==> config.mk <==
export PLATFORM = sky130hd
export DESIGN_NAME = cdb_arbiter
export DESIGN_NICKNAME = d
export VERILOG_FILES = /design/src/rtl/cdb_arbiter_pkg.sv /design/src/rtl/cdb_arbiter_rr_pick.sv /design/src/rtl/cdb_arbiter.sv
export SDC_FILE = /design/constraint.sdc
export NUM_CORES = 1
export LEC_CHECK = 0
export CAP_MARGIN = 10
export CELL_PAD_IN_SITES_DETAIL_PLACEMENT = 1
export CELL_PAD_IN_SITES_GLOBAL_PLACEMENT = 2
export CORE_ASPECT_RATIO = 1.5
export CORE_UTILIZATION = 20
export CTS_CLUSTER_DIAMETER = 120
export DETAILED_ROUTE_END_ITERATION = 8
export GPL_ROUTABILITY_DRIVEN = 0
export MAX_ROUTING_LAYER = met4
export PLACE_DENSITY_LB_ADDON = 0.08
export SLEW_MARGIN = 10
export SYNTH_ARGS = -nofsm -noshare
export SYNTH_HDL_FRONTEND = slang
export SYNTH_SLANG_ARGS = --single-unit
export TNS_END_PERCENT = 10
==> constraint.sdc <==
create_clock -name clk -period 7.3 [get_ports clk]
set_input_delay 1.46 -clock clk [delete_from_list [all_inputs] [get_ports clk]]
set_output_delay 1.46 -clock clk [all_outputs]
set_load 0.005 [all_outputs]
==> src/rtl/cdb_arbiter_pkg.sv <==
// Shared definitions for the common-data-bus arbiter.
//   - unit codes (index of each functional unit on the request vector)
//   - bus widths (WORD_SIZE, UNIT_SIZE) and the "no producer" tag
//   - popcount helper used for conflict accounting
package cdb_arbiter_pkg;

  localparam int unsigned WORD_SIZE = 32;
  localparam int unsigned UNIT_SIZE = 8;
  localparam int unsigned NUM_UNITS = 5;

  typedef enum logic [2:0] {
    UNIT_LW  = 3'd0,
    UNIT_SW  = 3'd1,
    UNIT_ADD = 3'd2,
    UNIT_MUL = 3'd3,
    UNIT_MV  = 3'd4
  } unit_e;

  // Tag value meaning "no producer"; never a legal tag on a live request.
  localparam logic [UNIT_SIZE-1:0] TAG_NONE = 8'h7F;

  function automatic int unsigned popcount32(input logic [31:0] v);
    int unsigned n;
    n = 0;
    for (int i = 0; i < 32; i++) begin
      n += {31'd0, v[i]};
    end
    return n;
  endfunction

endpackage

==> src/rtl/cdb_arbiter_rr_pick.sv <==
// Combinational round-robin picker.
//   req_i  : request vector, bit i = unit i
//   ptr_i  : highest-priority index (scan starts here and wraps)
//   gnt_o  : one-hot grant (all zero when nothing requests)
//   idx_o  : binary index of the granted unit
//   any_o  : at least one request present
module cdb_arbiter_rr_pick #(
  parameter int unsigned NUnits = 5,
  parameter int unsigned PtrW   = 3
) (
  input  logic [NUnits-1:0] req_i,
  input  logic [PtrW-1:0]   ptr_i,
  output logic [NUnits-1:0] gnt_o,
  output logic [PtrW-1:0]   idx_o,
  output logic              any_o
);

  always_comb begin : p_pick
    int unsigned j;
    j     = 0;
    gnt_o = '0;
    idx_o = '0;
    any_o = 1'b0;
    for (int unsigned k = 0; k < NUnits; k++) begin
      j = (32'(ptr_i) + k) % NUnits;
      if (!any_o && req_i[j]) begin
        any_o    = 1'b1;
        gnt_o[j] = 1'b1;
        idx_o    = PtrW'(j);
      end
    end
  end

endmodule

==> src/rtl/cdb_arbiter.sv <==
// Round-robin arbiter for the common data bus (CDB).
// Functional units present finished results; one winner per cycle is latched into a
// registered broadcast (tag + value) consumed by the reservation stations and the
// register-status file.
// Ports:
//   clk, rst       clock, synchronous active-high reset
//   req_valid      per-unit result pending
//   req_tag        per-unit producer tag, slice [i*TAG_W +: TAG_W]
//   req_data       per-unit result, slice [i*DATA_W +: DATA_W]
//   req_ready      one-hot combinational grant (transfer on valid & ready)
//   cdb_hold       consumer back-pressure: freeze broadcast and pointer
//   flush          kill broadcast, suppress grants (wins over hold)
//   cdb_valid/tag/data/src  registered broadcast
//   conflict_cnt   saturating count of granting cycles with >1 requester
//   bad_tag        sticky: some live request carried TAG_NONE
module cdb_arbiter
  import cdb_arbiter_pkg::*;
#(
  parameter int unsigned N_UNITS = NUM_UNITS,
  parameter int unsigned DATA_W  = WORD_SIZE,
  parameter int unsigned TAG_W   = UNIT_SIZE,
  parameter int unsigned CNT_W   = 16
) (
  input  logic                   clk,
  input  logic                   rst,
  input  logic [N_UNITS-1:0]     req_valid,
  input  logic [N_UNITS*TAG_W-1:0]  req_tag,
  input  logic [N_UNITS*DATA_W-1:0] req_data,
  output logic [N_UNITS-1:0]     req_ready,
  input  logic                   cdb_hold,
  input  logic                   flush,
  output logic                   cdb_valid,
  output logic [TAG_W-1:0]       cdb_tag,
  output logic [DATA_W-1:0]      cdb_data,
  output logic [2:0]             cdb_src,
  output logic [CNT_W-1:0]       conflict_cnt,
  output logic                   bad_tag
);

  localparam int unsigned PtrW = 3;
  localparam logic [TAG_W-1:0] TagNone = TAG_W'(TAG_NONE);

  logic [PtrW-1:0]   rr_ptr_q, rr_ptr_d;
  logic              cdb_valid_q, cdb_valid_d;
  logic [TAG_W-1:0]  cdb_tag_q, cdb_tag_d;
  logic [DATA_W-1:0] cdb_data_q, cdb_data_d;
  logic [2:0]        cdb_src_q, cdb_src_d;
  logic [CNT_W-1:0]  conflict_q, conflict_d;
  logic              bad_tag_q, bad_tag_d;

  logic [N_UNITS-1:0] pick_gnt;
  logic [PtrW-1:0]    pick_idx;
  logic               pick_any;
  logic               gate_off;
  logic               grant;
  logic               multi_req;
  logic               tag_none_seen;
  logic [TAG_W-1:0]   win_tag;
  logic [DATA_W-1:0]  win_data;

  cdb_arbiter_rr_pick #(
    .NUnits(N_UNITS),
    .PtrW  (PtrW)
  ) u_rr_pick (
    .req_i(req_valid),
    .ptr_i(rr_ptr_q),
    .gnt_o(pick_gnt),
    .idx_o(pick_idx),
    .any_o(pick_any)
  );

  // Masking ready here is what guarantees no grant coincides with a flush or hold,
  // so no result is dropped.
  assign gate_off  = rst | flush | cdb_hold;
  assign req_ready = gate_off ? '0 : pick_gnt;
  assign grant     = pick_any & ~gate_off;
  assign multi_req = popcount32(32'(req_valid)) > 1;

  // Winner mux and TAG_NONE detection.
  always_comb begin
    win_tag       = '0;
    win_data      = '0;
    tag_none_seen = 1'b0;
    for (int unsigned i = 0; i < N_UNITS; i++) begin
      if (pick_gnt[i]) begin
        win_tag  = win_tag | req_tag[i*TAG_W +: TAG_W];
        win_data = win_data | req_data[i*DATA_W +: DATA_W];
      end
      if (req_valid[i] && (req_tag[i*TAG_W +: TAG_W] == TagNone)) begin
        tag_none_seen = 1'b1;
      end
    end
  end

  always_comb begin
    rr_ptr_d    = rr_ptr_q;
    cdb_valid_d = cdb_valid_q;
    cdb_tag_d   = cdb_tag_q;
    cdb_data_d  = cdb_data_q;
    cdb_src_d   = cdb_src_q;
    conflict_d  = conflict_q;
    bad_tag_d   = bad_tag_q | tag_none_seen;

    if (flush) begin
      cdb_valid_d = 1'b0;
      cdb_tag_d   = TagNone;
    end else if (cdb_hold) begin
      // Everything holds.
    end else if (grant) begin
      cdb_valid_d = 1'b1;
      cdb_tag_d   = win_tag;
      cdb_data_d  = win_data;
      cdb_src_d   = 3'(pick_idx);
      rr_ptr_d    = (pick_idx == PtrW'(N_UNITS - 1)) ? '0 : pick_idx + PtrW'(1);
      if (multi_req && (conflict_q != '1)) begin
        conflict_d = conflict_q + CNT_W'(1);
      end
    end else begin
      cdb_valid_d = 1'b0;
    end
  end

  always_ff @(posedge clk) begin
    if (rst) begin
      rr_ptr_q    <= '0;
      cdb_valid_q <= 1'b0;
      cdb_tag_q   <= TagNone;
      cdb_data_q  <= '0;
      cdb_src_q   <= '0;
      conflict_q  <= '0;
      bad_tag_q   <= 1'b0;
    end else begin
      rr_ptr_q    <= rr_ptr_d;
      cdb_valid_q <= cdb_valid_d;
      cdb_tag_q   <= cdb_tag_d;
      cdb_data_q  <= cdb_data_d;
      cdb_src_q   <= cdb_src_d;
      conflict_q  <= conflict_d;
      bad_tag_q   <= bad_tag_d;
    end
  end

  assign cdb_valid    = cdb_valid_q;
  assign cdb_tag      = cdb_tag_q;
  assign cdb_data     = cdb_data_q;
  assign cdb_src      = cdb_src_q;
  assign conflict_cnt = conflict_q;
  assign bad_tag      = bad_tag_q;

endmodule

==> metrics.csv, run 1 <==
metric,value,unit
Max Cap Violations,0,
CP max-delay cell,clkdlybuf4s50_1,
"Min Clock Period, post-route",6820,ps
Detail Placement HPWL,26800,µm
clock slew at reported path FFs,60,ps
cells after synthesis,797,
"Primary FF master, synth",dfxtp_1,
final hold violation count,0,
Longest Clk Path Bufs,2,
root buf cell,clkbuf_16,
status,"complete, no violations",
H-tree levels,3,
slew margin rel.,46.5,%
core area,29500,µm²
Critical Path RT,5840,ps
sw power,1.57,mW
Int Power,1.48,mW
Max Clock Freq,147,MHz
Setup crit start,rr_ptr_q[2]$_SDFFE_PP0P_,
combinational share of power,72.4,%
post-synthesis cell area,6000,µm²
met1 GRT Util,24.5,%
pre-CTS setup slack,687,ps
RSZ-0062 raised after global routing,no,
Worst Hold Class,reg2reg,
"commonest cells after routing, fill and taps aside","273 x clkdlybuf4s50_1, 86 x nor2_1, 80 x a22oi_1",
largest net degree at the start of global routing,58,
placed cell count,1431,
Detail Route Antenna Nets,0,
grt met2 use,41.5,%
IO Count,275,
sequential power share,13.8,%
hold buffers post-CTS,0,
Syn Area/Cell,7.53,µm²
total number of yosys warnings,0,
global-route wire length before repair,51400,µm
Fin Clk Skew,4.01,ps
ratio of cells with drive above 1 in the final layout,6.75,%
Pwr Density,323,nW/µm²
Post-CTS Resized,0,
Die Y,214,µm
crit-path max FO,23,
CP Cell Sequence,buf_4 > ha_1 > nand2_1 > inv_1 > ha_1 > nand2b_1 > a221o_1 > a31oi_1 > o211ai_1 > a21oi_1 > a41oi_1 > o211ai_1 > nor2b_1 > clkdlybuf4s50_1,
drt via density,5.14,
met3 usage,6.39,%
Filler Cell Count,3559,
die area,30700,µm²
Core Rows,77,
All-Layer GR Usage,23.6,%
Syn-to-layout area delta,57.1,%
Final Non-Filler Cells,1451,
TritonCTS clock tree,done,
crit path capture type,output pin,
vias in the first global route,8146,
final period utilization,93.4,%
crit-path max cell delay,670,ps
Clock Power Share,13.8,%
drt first pass iters,4,
maximum vdd drop,153,µV
Initial Utilization,20.4,%
worst reg2reg startpoint,rr_ptr_q[0]$_SDFFE_PP0P_,
Lkg Pwr,3.24,nW
Buffers on Ports,274,
Synth Net Count,1038,
initial DRC count,338,
Slew Limit Fails,0,
Switching Share,51.4,%
vias,7452,
die width,143,µm
clk sinks,64,
wire per inst,23.7,µm
setup TNS,0,ps
DRT Wirelength,34300,µm
Synth Register Bits,64,
most congested layer reported by global routing,met2,
hold_sp,cdb_src[0]$_SDFFE_PP0P_,
initial antenna violation count,4,
gr ovfl total,0,
final worst setup slack,484,ps
"EDFF count, synth",0,
Synth cell types,81,
"leading cell type in the layout, fill and taps excluded",clkdlybuf4s50_1,
Critical Setup Path Class,reg2out,
"Data arrival, critical path",5360,ps
worst-margin pin slew,800,ps
Setup Viol. Count Final,0,
Skew-Pair Late Insertion Delay,360,ps
Remaining DRCs,0,
nets,1288,
sequential element share of the synthesized area,21.3,%
Critical Path Source Type,flop,
asr flop ratio synth,0,%
setup bufs post-CTS,0,
CTS Buf Count,9,
-- power by group through the flow --
stage | Clock (mW) | Sequential (mW) | Combinational (mW)
finish | 0.422 | 0.420 | 2.21
global route | 0.450 | 0.426 | 2.41
CTS | 0.441 | 0.421 | 2.25
detailed placement | 0 | 0.427 | 2.24
global placement | 0 | 0.425 | 2.25
floorplan | 0 | 0.431 | 1.40
-- per-stage QoR --
| stage | util [%] | cell area (µm²) | power (mW) | hold WS (ps) |
|---|---|---|---|---|
| after floorplan | - | 6000 | 1.83 | 450 |
| final | 32.0 | 9430 | 3.05 | 464 |
| after global routing | 32.0 | 9430 | 3.29 | 499 |
| after global placement | 31.0 | 9140 | 2.67 | 455 |
| after CTS | 31.9 | 9410 | 3.11 | 468 |
| after detailed placement | 31.0 | 9140 | 2.66 | 458 |
-- layer usage --
| layer | wire length, µm | up-vias |
|---|---|---|
| met2 | 18100 | 227 |
| met4 | 1030 | 0 |
| met5 | 0 | - |
| li1 | - | 3567 |
| met3 | 2060 | 42 |
| met1 | 13100 | 3616 |
-- worst max-delay path: cells and delay by family (launching register included) --
family | cells | cell delay [ps]
compound gates | 6 | 2030
fa+ha+maj | 2 | 770
buf+inv | 3 | 1180
flops | 1 | 320
simple gates | 3 | 690
-- layout make-up --
class                      instances  area, µm²  share of cell area (%)
antenna                            4       10.0                   0.106
clock buffer                      10        239                    2.53
clock inverter                     6       35.0                   0.371
inverter                          26       97.6                    1.03
multi-input combinational        644       4330                    45.9
sequential                        64       1280                    13.6
tap                              395        494                    5.24
timing repair buffer             302       2950                    31.3
-- cell families (layout without fill, tap and decap cells) --
logic type	after synthesis	in the layout	share of synthesized area (%)
AO/OA/AOI/OAI	304	304	36.9
XOR/XNOR	20	20	2.92
adder cells (fa/ha/maj)	32	32	6.79
buffers and inverters	89	344	6.94
flip-flops	64	64	21.3
multiplexers	15	15	2.61
other	0	4	0
AND/OR/NAND/NOR	273	273	22.5
-- synthesized netlist by cell type, types with 5 or more instances --
master | n | area share, %
o31ai_1 | 6 | 0.75
nor2_1 | 86 | 5.4
o32ai_1 | 5 | 0.73
clkbuf_1 | 33 | 2.1
nand2_1 | 57 | 3.6
buf_2 | 18 | 1.5
nor2b_1 | 12 | 1.3
xnor2_1 | 18 | 2.6
nor4_1 | 12 | 1.3
nor3_1 | 16 | 1.3
buf_6 | 6 | 1.1
mux2_2 | 5 | 0.94
a22oi_1 | 80 | 10
ha_1 | 31 | 6.5
dfxtp_1 | 64 | 21
nand3_1 | 21 | 1.8
a21oi_1 | 63 | 5.3
a31oi_1 | 17 | 1.8
and3_1 | 8 | 0.83
o21ai_0 | 19 | 1.6
mux2i_1 | 10 | 1.7
or3_1 | 12 | 1.3
o211ai_1 | 15 | 1.9
nand2b_1 | 15 | 1.6
a311oi_1 | 33 | 4.8
inv_1 | 24 | 1.5
nand4_1 | 10 | 1.0
a21o_1 | 6 | 0.75
-- flip-flops by register name (all words and copies together) (netlist names) --
register	cells
cdb_data	32
cdb_src	3
bad_tag	1
cdb_tag	8
cdb_valid	1
rr_ptr_q	3
conflict_cnt	16
-- worst paths after layout --
kind                         endpoint  slack [ps]  cells after the start
max reg2reg  rr_ptr_q[2]$_SDFFE_PP0P_        1930                     23
min           cdb_src[0]$_SDFFE_PP0P_         460                      2
max                      req_ready[4]         480                     14
min reg2reg   cdb_src[0]$_SDFFE_PP0P_         460                      2
Note: power is estimated with default switching activity, not from simulation.
==> run 2: changes to the inputs <==
- CAP_MARGIN: 10 -> 20
- CORE_UTILIZATION: 20 -> 22
- clock period: 7.3 -> 7.5 ns (I/O delays scaled with it)
==> run 2 against run 1 <==
Effect of this change:
- clock-buffer cell count up 2
- largest cell class unchanged
- flip-flop and latch count unchanged
- largest power group unchanged
- critical path depth rose by 1
- non-clock buffer count fell by 3
==> metrics.csv, run 2 (synthesis gave the netlist of run 1 again) <==
metric,value,unit,change
Longest Clk Path Bufs,2,,unchanged
core area,26700,µm²,-9.5%
Fin Clk Skew,8.07,ps,+4.06 ps
Syn-to-layout area delta,55.8,%,
total power,2.97,mW,-2.5%
IO Count,275,,unchanged
TritonCTS clock tree,done,,
drt first pass iters,6,,+2
Max Cap Violations,0,,unchanged
Critical Path Source Type,flop,,
worst hold slack,464,ps,-0.0320 ps
largest net degree at the start of global routing,57,,-1.7%
Lkg Pwr,3.23,nW,-0.41%
Setup Viol. Count Final,0,,unchanged
Critical Setup Path Class,reg2out,,
clock slew at reported path FFs,60,ps,about the same
CP max-delay cell,clkdlybuf4s50_1,,
Largest register FFs,32,,unchanged
Detail Placement HPWL,26500,µm,-1.1%
design area,9350,µm²,-0.86%
crit path capture type,output pin,,
placed cell count,1370,,-4.3%
Slew Limit Fails,0,,unchanged
CP Cell Sequence,inv_1 > ha_1 > o21ai_0 > xnor2_1 > ha_1 > nand2b_1 > a21oi_1 > mux2i_1 > mux2i_1 > a211oi_2 > o21ai_1 > or3_4 > o221ai_4 > nor2b_1 > clkdlybuf4s50_1,,
Core Rows,73,,-5.2%
CTS Buf Count,9,,unchanged
Max Clock Freq,142,MHz,
initial antenna violation count,2,,-2
Die Y,204,µm,-4.6%
slew margin rel.,41.9,%,-4.5 points
status,"complete, no violations",,
All-Layer GR Usage,25.0,%,+1.4 points
global-route wire length before repair,49900,µm,-2.9%
Initial Utilization,22.5,%,+2.1 points
clk sinks,64,,unchanged
wire per inst,24.3,µm,+2.5%
nets,1285,,-0.23%
setup TNS,0,ps,unchanged
Remaining DRCs,0,,unchanged
Critical Path RT,6000,ps,+160 ps
"Data arrival, critical path",5560,ps,+200 ps
final hold violation count,0,,unchanged
RSZ-0062 raised after global routing,no,,
worst-margin pin slew,868,ps,+67.9 ps
vias,7608,,+2.1%
Pwr Density,318,nW/µm²,-1.7%
drt via density,5.48,,+6.7%
ratio of cells with drive above 1 in the final layout,6.58,%,-0.17 points
Buffers on Ports,274,,unchanged
crit-path max cell delay,650,ps,-20 ps
hold buffers post-CTS,0,,unchanged
vias in the first global route,8105,,-0.50%
H-tree levels,3,,unchanged
die area,28000,µm²,-9.0%
Final Non-Filler Cells,1388,,-4.3%
"leading cell type in the layout, fill and taps excluded",clkdlybuf4s50_1,,
maximum vdd drop,215,µV,+41%
Post-DP Area,9040,µm²,-1.0%
"commonest cells after routing, fill and taps aside","273 x clkdlybuf4s50_1, 86 x nor2_1, 80 x a22oi_1",,
Skew-Pair Late Insertion Delay,350,ps,about the same
crit-path max FO,17,,-26%
initial DRC count,323,,-4.4%
"Min Clock Period, post-route",7060,ps,
Detail Route Antenna Nets,0,,unchanged
DRT Wirelength,33700,µm,-1.9%
Worst Hold Class,reg2reg,,
die width,137,µm,-4.6%
final period utilization,94.1,%,
gr ovfl total,0,,unchanged
root buf cell,clkbuf_16,,
## run 2: path summary, 6_finish.rpt
check                                               from                       end  slack [ps]  depth (start not counted)
worst min-delay path             cdb_src[2]$_SDFFE_PP0P_   cdb_src[2]$_SDFFE_PP0P_         460                          2
worst min register to register   cdb_src[2]$_SDFFE_PP0P_   cdb_src[2]$_SDFFE_PP0P_         460                          2
worst max register to register  rr_ptr_q[2]$_SDFFE_PP0P_  rr_ptr_q[2]$_SDFFE_PP0P_        1840                         18
worst max-delay path            rr_ptr_q[2]$_SDFFE_PP0P_              req_ready[3]         440                         15
## run 2: routing by layer
metal / vias to the layer above / routed length (µm) / GRT usage, %
li1: 3569 / - / -
met1: 3755 / 13200 / 27.0
met2: 242 / 17800 / 44.5
met3: 42 / 1840 / 5.41
met4: 0 / 836 / 8.75
met5: - / 0 / -
## run 2: repair_timing
item / in CTS / in global routing
resized for setup: 1 / 1
buffers inserted: 0 / 0
endpoints found under the hold margin: 0 / 0
endpoints found under the setup margin: 4 / 4
## run 2: through the flow
step           setup WS (ps)  utilization, %
3_5_place_dp             276            33.9
3_3_place_gp             575            33.9
5_1_grt                 37.3            35.1
4_1_cts                  119            35.0
6_report                 442            35.1
2_1_floorplan            335               -
## run 2: power breakdown
part	switching (mW)	internal, mW
sequential	0.0317	0.383
combinational	1.32	0.806
clock	0.185	0.251
## run 2: area by class of cell
type                            instances  area, µm²
Antenna cell                            2       5.00
Multi-Input combinational cell        644       4320
Sequential cell                        64       1280
Timing Repair Buffer                  299       2930
Inverter                               26       97.6
Clock inverter                          4       27.5
Fill cell                            3211      17300
Tap cell                              337        422
Clock buffer                           12        267
## run 2: worst max-delay path: cells and delay by family (launching register included)
family                     cells  cell delay [ps]
AOI/OAI and AO/OA              5             1400
buffers and inverters          2              880
adders and majority gates      2              870
and+or+nand+nor                3              760
DFF                            1              560
muxes                          2              500
xor gates and xnor gates       1              220
==> run 3: changes to the inputs <==
- HOLD_SLACK_MARGIN: unset -> 0.03
- PLACE_DENSITY_LB_ADDON: 0.08 -> 0.1
==> run 3 against run 2 <==
Effect of this change:
- non-clock buffer count fell by 2
- clock-buffer cell count unchanged
- register-to-register slack better by 150 ps
- flip-flop and latch count did not move
- final cell count shrank 0.22%
- sequential power decreased by 1%
- global-route usage decreased by 0.52 points
- clock power is 2% lower
- first-iteration DRC count is 17% higher
- critical endpoint is now req_ready[0]
==> metrics.csv, run 3 (synthesis gave the netlist of run 1 again) <==
metric,value,unit,change
status,"complete, no violations",,
Max Cap Violations,0,,unchanged
clk sinks,64,,unchanged
CP max-delay cell,o31ai_1,,
Critical Setup Path Class,reg2out,,
Syn-to-layout area delta,55.2,%,
die width,137,µm,unchanged
Critical Path RT,6000,ps,about the same
footprint of the flip-flops and latches,1280,µm²,about the same
Remaining DRCs,0,,unchanged
Detail Route Antenna Nets,0,,unchanged
worst hold slack,456,ps,-7.99 ps
global-route wire length before repair,48300,µm,-3.1%
"Min Clock Period, post-route",7070,ps,+10.0 ps
Filler Cell Count,3196,,-0.47%
sequential power share,14.0,%,about the same
crit path capture type,output pin,,
Slew Limit Fails,0,,unchanged
vias in the first global route,7864,,-3.0%
Post-CTS Resized,0,,-1
sw power,1.48,mW,-3.5%
worst-margin pin slew,728,ps,-140 ps
Fin Clk Skew,7.04,ps,-1.03 ps
Worst Path Buf+Inv,4,,+2
Multi-input gate area,4320,µm²,-0.12%
Setup Viol. Count Final,0,,unchanged
Clock Power Share,14.5,%,about the same
initial antenna violation count,4,,+2
vias,7472,,-1.8%
RSZ-0062 raised after global routing,no,,
Max Clock Freq,141,MHz,-0.14%
Final Core Density,34.9,%,-0.13 points
"leading cell type in the layout, fill and taps excluded",clkdlybuf4s50_1,,
root buf cell,clkbuf_16,,
core area,26700,µm²,unchanged
slew margin rel.,51.3,%,+9.4 points
"commonest cells after routing, fill and taps aside","273 x clkdlybuf4s50_1, 86 x nor2_1, 80 x a22oi_1",,
maximum vdd drop,202,µV,-5.9%
drt via density,5.39,,-1.6%
crit-path max cell delay,580,ps,-70 ps
All-Layer GR Usage,24.5,%,-0.52 points
combinational share of power,71.5,%,about the same
Largest register FFs,32,,unchanged
CP Cell Sequence,buf_4 > ha_1 > buf_4 > nand2_1 > inv_1 > ha_1 > nand2b_1 > nand2_1 > o211ai_1 > o31ai_1 > a21oi_1 > o21ai_1 > and4b_1 > a311o_2 > nor2b_1 > clkdlybuf4s50_1,,
die area,28000,µm²,unchanged
hold buffers post-CTS,0,,unchanged
setup bufs post-CTS,0,,unchanged
Buffers on Ports,274,,unchanged
final period utilization,94.2,%,+0.13 points
largest net degree at the start of global routing,58,,+1.8%
Die Y,204,µm,unchanged
IO Count,275,,unchanged
ratio of cells with drive above 1 in the final layout,5.75,%,-0.83 points
drt first pass iters,4,,-2
Skew-Pair Late Insertion Delay,350,ps,about the same
crit-path max FO,23,,+6
final hold violation count,0,,unchanged
nets,1283,,-0.16%
clock slew at reported path FFs,60,ps,about the same
DRT Wirelength,33200,µm,-1.5%
Pwr Density,314,nW/µm²,-1.3%
total power,2.92,mW,-1.7%
CP top delay family,compound AO/OA/AOI/OAI gates,,
Longest Clk Path Bufs,2,,unchanged
initial DRC count,379,,+17%
wire per inst,23.9,µm,-1.3%
CTS Buf Count,9,,unchanged
Critical Path Source Type,flop,,
TritonCTS clock tree,done,,
Initial Utilization,22.5,%,unchanged
Lkg Pwr,3.21,nW,-0.39%
"Data arrival, critical path",5570,ps,about the same
setup TNS,0,ps,unchanged
gr ovfl total,0,,unchanged
Int Power,1.44,mW,+0.33%
Worst Hold Class,reg2reg,,
Detail Placement HPWL,26100,µm,-1.5%
Switching Share,50.6,%,-0.98 points
Core Rows,73,,unchanged
H-tree levels,3,,unchanged
run 3: changes by cell type in the layout (fill, tap and decap cells not counted), moves of 2 or more:
cell        delta
clkinvlp_4     -3
diode_2        +2
buf_4          -2
clkbuf_1       +2
clkbuf_8       -2
run 3: metal layers:
layer / part of all wire, % / wire (µm) / track usage (%)
met1: 37 / 12300 / 25.2
met2: 52 / 17200 / 41.5
met4: 4.6 / 1520 / 13.8
met5: 0 / 0 / -
met3: 6.5 / 2160 / 6.70
run 3: path summary, 6_finish.rpt:
check / start / end / slack, ps / cells after the start
max reg2reg: rr_ptr_q[1]$_SDFFE_PP0P_ / cdb_tag[1]$_SDFFE_PP1P_ / 1990 / 19
max: rr_ptr_q[2]$_SDFFE_PP0P_ / req_ready[0] / 430 / 16
min reg2reg: cdb_src[0]$_SDFFE_PP0P_ / cdb_src[0]$_SDFFE_PP0P_ / 460 / 2
min: cdb_src[0]$_SDFFE_PP0P_ / cdb_src[0]$_SDFFE_PP0P_ / 460 / 2
run 3: stage by stage:
stage	worst slack, ps	cell area, µm²	cells
2_1_floorplan	335	6000	797
3_3_place_gp	669	9030	1368
3_5_place_dp	647	9030	1368
4_1_cts	446	9310	1381
5_1_grt	123	9320	1385
6_report	432	9320	1385
run 3: tightest hold or removal path, stage by stage, from the launching register on:
cell and delay (ps):
dfxtp_1 310, nand2_1 50, a21oi_1 50
run 3: area by class of cell:
cell class	count	share of cell area, %
multi-input combinational	644	46.4
timing repair buffer	297	31.2
sequential	64	13.8
tap	337	4.53
clock buffer	12	2.65
inverter	26	1.05
clock inverter	1	0.322
antenna	4	0.107
run 3: power groups by stage:
stage | registers (mW) | logic, mW | clock network [mW]
floorplan | 0.420 | 1.36 | 0
global placement | 0.414 | 2.11 | 0
detailed placement | 0.416 | 2.11 | 0
CTS | 0.410 | 2.12 | 0.442
global route | 0.415 | 2.29 | 0.453
finish | 0.410 | 2.09 | 0.425
